## src/rtl/wb_pipe_reg.sv

```systemverilog
// rtl/wb_pipe_reg.sv - DEPTH-stage MEM-to-writeback pipeline register with flush, freeze and forwarding lookup
module wb_pipe_reg #(
   parameter int DATA_W = 32,
   parameter int REG_W  = 4,
   parameter int DEPTH  = 1
) (
   input  logic              clk,
   input  logic              rst,
   input  logic              freeze,
   input  logic              flush,
   input  logic              valid_in,
   input  logic              wb_en_in,
   input  logic              mem_r_en_in,
   input  logic [DATA_W-1:0] alu_res_in,
   input  logic [DATA_W-1:0] mem_r_val_in,
   input  logic [REG_W-1:0]  dst_in,
   input  logic [REG_W-1:0]  src1_in,
   input  logic [REG_W-1:0]  src2_in,
   output logic              valid_out,
   output logic              wb_en_out,
   output logic              mem_r_en_out,
   output logic [DATA_W-1:0] alu_res_out,
   output logic [DATA_W-1:0] mem_r_val_out,
   output logic [REG_W-1:0]  dst_out,
   output logic [DATA_W-1:0] wb_val_out,
   output logic              fwd1_hit,
   output logic [DATA_W-1:0] fwd1_val,
   output logic              fwd2_hit,
   output logic [DATA_W-1:0] fwd2_val
);

   localparam int LAST = DEPTH - 1;

   // Stage 0 is the youngest instruction, stage LAST drives the outputs.
   logic              valid_q     [DEPTH];
   logic              valid_d     [DEPTH];
   logic              wb_en_q     [DEPTH];
   logic              wb_en_d     [DEPTH];
   logic              mem_r_en_q  [DEPTH];
   logic              mem_r_en_d  [DEPTH];
   logic [DATA_W-1:0] alu_res_q   [DEPTH];
   logic [DATA_W-1:0] alu_res_d   [DEPTH];
   logic [DATA_W-1:0] mem_r_val_q [DEPTH];
   logic [DATA_W-1:0] mem_r_val_d [DEPTH];
   logic [REG_W-1:0]  dst_q       [DEPTH];
   logic [REG_W-1:0]  dst_d       [DEPTH];

   // Value each stage would write back, shared by the output mux and the lookup.
   logic [DATA_W-1:0] stage_wb_val [DEPTH];

   // Next-state: flush kills valid bits only (data may linger), freeze holds, else shift.
   always_comb begin
      for (int k = 0; k < DEPTH; k++) begin
         valid_d[k]     = valid_q[k];
         wb_en_d[k]     = wb_en_q[k];
         mem_r_en_d[k]  = mem_r_en_q[k];
         alu_res_d[k]   = alu_res_q[k];
         mem_r_val_d[k] = mem_r_val_q[k];
         dst_d[k]       = dst_q[k];
      end
      if (flush) begin
         for (int k = 0; k < DEPTH; k++) begin
            valid_d[k] = 1'b0;
         end
      end else if (!freeze) begin
         valid_d[0]     = valid_in;
         wb_en_d[0]     = wb_en_in;
         mem_r_en_d[0]  = mem_r_en_in;
         alu_res_d[0]   = alu_res_in;
         mem_r_val_d[0] = mem_r_val_in;
         dst_d[0]       = dst_in;
         for (int k = 1; k < DEPTH; k++) begin
            valid_d[k]     = valid_q[k-1];
            wb_en_d[k]     = wb_en_q[k-1];
            mem_r_en_d[k]  = mem_r_en_q[k-1];
            alu_res_d[k]   = alu_res_q[k-1];
            mem_r_val_d[k] = mem_r_val_q[k-1];
            dst_d[k]       = dst_q[k-1];
         end
      end
   end

   // Stage registers; reset clears every field so outputs drop to zero at once.
   always_ff @(posedge clk or posedge rst) begin
      if (rst) begin
         for (int k = 0; k < DEPTH; k++) begin
            valid_q[k]     <= 1'b0;
            wb_en_q[k]     <= 1'b0;
            mem_r_en_q[k]  <= 1'b0;
            alu_res_q[k]   <= '0;
            mem_r_val_q[k] <= '0;
            dst_q[k]       <= '0;
         end
      end else begin
         for (int k = 0; k < DEPTH; k++) begin
            valid_q[k]     <= valid_d[k];
            wb_en_q[k]     <= wb_en_d[k];
            mem_r_en_q[k]  <= mem_r_en_d[k];
            alu_res_q[k]   <= alu_res_d[k];
            mem_r_val_q[k] <= mem_r_val_d[k];
            dst_q[k]       <= dst_d[k];
         end
      end
   end

   // Per-stage writeback value: load data for loads, ALU result otherwise.
   always_comb begin
      for (int k = 0; k < DEPTH; k++) begin
         stage_wb_val[k] = mem_r_en_q[k] ? mem_r_val_q[k] : alu_res_q[k];
      end
   end

   assign valid_out     = valid_q[LAST];
   assign wb_en_out     = wb_en_q[LAST] & valid_q[LAST];
   assign mem_r_en_out  = mem_r_en_q[LAST] & valid_q[LAST];
   assign alu_res_out   = alu_res_q[LAST];
   assign mem_r_val_out = mem_r_val_q[LAST];
   assign dst_out       = dst_q[LAST];
   assign wb_val_out    = mem_r_en_out ? mem_r_val_out : alu_res_out;

   // Forwarding lookup: scan oldest to youngest so the youngest matching writer wins.
   always_comb begin
      fwd1_hit = 1'b0;
      fwd1_val = '0;
      fwd2_hit = 1'b0;
      fwd2_val = '0;
      for (int k = LAST; k >= 0; k--) begin
         if (valid_q[k] && wb_en_q[k] && (dst_q[k] == src1_in)) begin
            fwd1_hit = 1'b1;
            fwd1_val = stage_wb_val[k];
         end
         if (valid_q[k] && wb_en_q[k] && (dst_q[k] == src2_in)) begin
            fwd2_hit = 1'b1;
            fwd2_val = stage_wb_val[k];
         end
      end
   end

endmodule

```

## config.mk

```make
export PLATFORM = sky130hd
export DESIGN_NAME = wb_pipe_reg
export DESIGN_NICKNAME = d
export VERILOG_FILES = /design/src/rtl/wb_pipe_reg.sv
export SDC_FILE = /design/constraint.sdc
export NUM_CORES = 1
export LEC_CHECK = 0
export CELL_PAD_IN_SITES_DETAIL_PLACEMENT = 0
export CELL_PAD_IN_SITES_GLOBAL_PLACEMENT = 1
export CORE_ASPECT_RATIO = 1.4
export CORE_MARGIN = 2
export CORE_UTILIZATION = 27
export DETAILED_ROUTE_END_ITERATION = 8
export PLACE_DENSITY = 0.86
export SLEW_MARGIN = 20
export SYNTH_ARGS = -nofsm -noshare
export SYNTH_HDL_FRONTEND = slang
export SYNTH_SLANG_ARGS = --single-unit
```

## constraint.sdc

```tcl
create_clock -name clk -period 2.5 [get_ports clk]
set_input_delay 0.5 -clock clk [delete_from_list [all_inputs] [get_ports clk]]
set_output_delay 0.5 -clock clk [all_outputs]
set_load 0.05 [all_outputs]
```

-- Yosys cells after proc, flatten, opt, wreduce, memory -nomap -nowiden
Cells that the tools add are included.
- word-level logic and storage cells: 25
- input bits: 83
- output and inout bits: 169
- register bits: 71
- bitwise operators: 4
- equality and inequality tests: 3
- mux-type cells: 8
- reductions and logical operators: 4
- operator list (operator ; count):
    two-way mux 32 bit ; 4
    equality test 4 bit ; 2
    two-way mux 1 bit ; 4
    logical AND 1 bit ; 3
    AND 1 bit ; 2
    inequality test 2 x 1 -> 1 bit (second input constant) ; 1
    inverter 1 bit ; 2
    AND reduction 2 bit ; 1

-- Depth between registers and ports, before layout
- word-level depth: 3
- gate-level depth with buffers: 4
- depth with buffers taken out: 3

-- Worst setup path after synthesis
Ideal clock, no wire load.
- path type: flip-flop to output port
- start: reg valid_q (netlist: valid_out)
- end: out fwd1_val[0]
- arrival time: 2.519 ns
- buffers on the path: 1
- data required time: 2.000 ns
- cell stages (with the launch flop): 5
- path slack: -0.519 ns
- path through: dfrtp_1 -> and2_2 -> nand2_1 -> buf_2 -> nor3_1
- cells in the longest elaborated chain, start to end: 3
- RTL lines (element ; RTL line ; source):
    start: declaration ; 35 ; logic valid_q [DEPTH];
    start signal: indexed assignment ; 96 ; valid_q[k] <= valid_d[k];
    logical AND 1 bit (2 in series) ; 128 ; if (valid_q[k] && wb_en_q[k] && (dst_q[k] == src1_in)) begin
    two-way mux 32 bit ; 128 ;
    end: declaration ; 27 ; output logic [DATA_W-1:0] fwd1_val,
No other way between the ends.

-- Final worst setup path
- start: in src2_in[2]
- end: out fwd2_val[4]
- cells in the longest elaborated chain, start to end: 3
- RTL lines (element ; RTL line ; source):
    start: declaration ; 18 ; input logic [REG_W-1:0] src2_in,
    equality test 4 bit ; 132 ; if (valid_q[k] && wb_en_q[k] && (dst_q[k] == src2_in)) begin
    logical AND 1 bit ; 132 ;
    two-way mux 32 bit ; 132 ;
    end: declaration ; 29 ; output logic [DATA_W-1:0] fwd2_val
No other way between the ends.

==> results.yml <==
floorplanning:
  dieWidth_microns: 106
  rows: 52
  core_sq_mm: 0.0143
  design.portCount: 252
  start_util_pct: 27.3
  die-area_sq_mm: 0.0155
  die_h_microns: 146
grt:
  grt_pass1_vias: 4180
  grt_pass1_wl_mm: 24.1
  met2_usage_pct: 37.4
  antenna_found_initial: 0
  met3_usage_pct: 3.93
  grt_use_met1_pct: 22.1
  overflow: 0
  grt_max_degree: 72
  grt.busiest_layer: "met2"
  grt_usage_pct: 20.0
clocking:
  h-tree-depth: 3
  insertion_delay_ps: 320
  cts_root_buffer: "clkbuf_16"
  clock_path_buffers: 2
  cts.sinks: 71
  cts_buffers: 9
  cts_tree: "built"
  path_clk_slew_ps: 60
timing:
  worst_slew_pin_slew_ps: 540
  maxSlewViolCount: 0
  finalClockSkew_ps: 0
  hold_violations: 0
  period_minus_slack_ps: 2450
  period_share_pct: 97.8
  max_freq_mhz: 409
  rsz0062_at_grt: "true"
  setup_violations: 0
  relSlewSlack_pct: 63.9
synth:
  synth_nets: 399
  ys.warnings.count: 0
  synth_area_sq_mm: 0.00391
  ys_ff_latch: 71
  synth_area_per_cell_sq_um: 12.4
  synth_cell_types: 17
  syn_inst: 316
  ys_seq_area_share_pct: 45.4
setup_path:
  start_kind: "input port"
  cpMostUsedCell: "buf_12"
  slowest_delay_ps: 500
  r2r_start: "mem_r_en_q"
  cp_data_arrival_time_ps: 1950
  ff2ff_path_depth: 1
  cp_slowest_cell: "clkdlybuf4s50_1"
  r2r_end: "mem_r_en_q"
  path_cells: "clkdlybuf4s50_1 -> xnor2_2 -> nand3_4 -> buf_12 -> nor3_2 -> buf_12"
  required_ps: 2000
  cp-end-kind: "output port"
  r2r_slack_ps: 1530
  cp_max_fo: 16
  path_class: "input port to output port"
min_path:
  hold_end: "wb_en_q"
  worstHoldStart: "wb_en_q"
  hold_path_depth: 1
  worstHoldPathType: "register to register"
layout:
  nFillCells: 1096
  instances_no_fill: 773
  multi_input_area_sq_mm: 0.00249
  nets: 663
  drive_gt1_share_pct: 53.8
  fin_util_pct: 61.0
  diodes: 0
  syn_to_final_growth_pct: 123
  regArea_sq_mm: 0.00178
power:
  ir_drop_v: 0.000375
  p_sw_mw: 2.32
  power_density_mw_per_mm2: 642
  p_comb_share_pct: 50.9
  swShare_pct: 41.3
  power_frac_seq_pct: 27.2
  p_int_mw: 3.29
  leakage_nw: 3.59
  clock_power_share_pct: 21.9
detailed_routing:
  drcViolationCount: 0
  dr.first_iter.drc_count: 93
  drtAntennaViolNets: 0
  num_vias: 3693
  drt_pass1_iterations: 4
  via_per_inst: 4.78
  wl_mm: 15.2
  wl_per_cell_microns: 19.7
placed_design:
  dp_hpwl_mm: 11.4
  place_inst: 751
  port_buffers: 251
  gp_congestion: 0.824
status:
  outcome: "completed"
run:
  cap_violations: 0
## metrics by stage
stage	total power, mW	instance area (sq um)	setup WS [ps]	hold slack [ps]	setup TNS, ps
global route	5.84	8740	-14.0	536	-45.2
global placement	4.21	8090	-60.3	485	-690
CTS	5.63	8630	24.5	514	0
finish	5.61	8740	54.0	511	0
detailed placement	4.24	8090	-32.9	502	-156
floorplan	3.09	4260	-185	472	-1170
## worst max-delay path by stage
stage / to / slack (ps) / from
detailed placement: fwd1_val[14] / -30 / src1_in[1]
finish: fwd2_val[4] / 50 / src2_in[2]
CTS: fwd2_val[31] / 20 / src2_in[0]
global route: fwd2_val[7] / -10 / src2_in[2]
floorplan: fwd1_val[28] / -180 / valid_out
global placement: fwd1_val[28] / -60 / src1_in[1]
## routing by layer
layer / share of wire [%] / wire length (microns) / vias to the layer above
met5: 0 / 0 / -
met4: 2.3 / 357 / 0
met3: 5.6 / 847 / 25
met2: 56 / 8580 / 157
met1: 36 / 5410 / 1832
li1: - / - / 1679
## flip-flops by register name (all words and copies together), names as in the netlist
signal / count
alu_res_out: 32
mem_r_val_out: 32
dst_out: 4
mem_r_en_q: 1
valid_out: 1
wb_en_q: 1
## worst max-delay path, delay by kind of cell
kind	cells	cell delay, ps
XOR/XNOR	1	140
buffers and inverters	3	890
AND/OR/NAND/NOR	2	410
## cells by family after synthesis
logic type | share of synthesized area [%]
mux | 37.8
simple gates | 9.82
xor+xnor | 1.79
buf+inv | 5.18
flops | 45.4
## placed cells by master (no fill, tap or decap), types with 2 or more instances in the layout
cell / n
buf_12: 109
buf_16: 3
buf_4: 11
buf_6: 2
clkbuf_1: 2
clkbuf_16: 11
clkdlybuf4s50_1: 147
clkinv_2: 2
dfrtp_1: 69
dfrtp_2: 2
dlygate4sd2_1: 3
dlymetal6s2s_1: 2
mux2_1: 10
mux2_2: 92
mux2i_1: 33
nand2_2: 3
nand3_4: 2
nor2_1: 2
nor3_2: 38
nor3_4: 26
xnor2_2: 7
## cell usage after synthesis
master / count / area (sq um)
mux2_2: 92 / 1040
dfrtp_1: 71 / 1780
nor3_1: 63 / 315
mux2i_1: 33 / 330
buf_4: 11 / 82.6
mux2_1: 10 / 113
buf_2: 9 / 45.0
xnor2_1: 8 / 70.1
buf_6: 6 / 67.6
nor2_1: 3 / 11.3
inv_1: 2 / 7.51
nand2_1: 2 / 7.51
nand3_2: 2 / 20.0
and2_2: 1 / 7.51
nand2_2: 1 / 6.26
nor2_2: 1 / 6.26
nor3_2: 1 / 10.0
## power groups by stage
stage | Combinational, mW | Clock, mW | Sequential, mW
after global routing | 2.96 | 1.32 | 1.56
after floorplan | 1.03 | 0 | 2.06
after detailed placement | 2.71 | 0 | 1.54
after CTS | 2.83 | 1.27 | 1.52
final | 2.86 | 1.23 | 1.52
after global placement | 2.68 | 0 | 1.53
## area by class of cell
type                            instances  area share, %
Multi-Input combinational cell        217           28.5
Tap cell                              189           2.71
Clock inverter                          4          0.544
Clock buffer                           11           2.66
Sequential cell                        71           20.4
Timing Repair Buffer                  279           45.1
Inverter                                2         0.0859
## timing repair
action | in CTS | in global routing
setup buffers | 2 | 0
pin swaps | 16 | 1
gates cloned | 3 | 2
gates resized for setup | 33 | 10
endpoints found under the setup margin | 17 | 4
hold buffers | 0 | 0
Note: power is estimated with default switching activity, not from simulation.
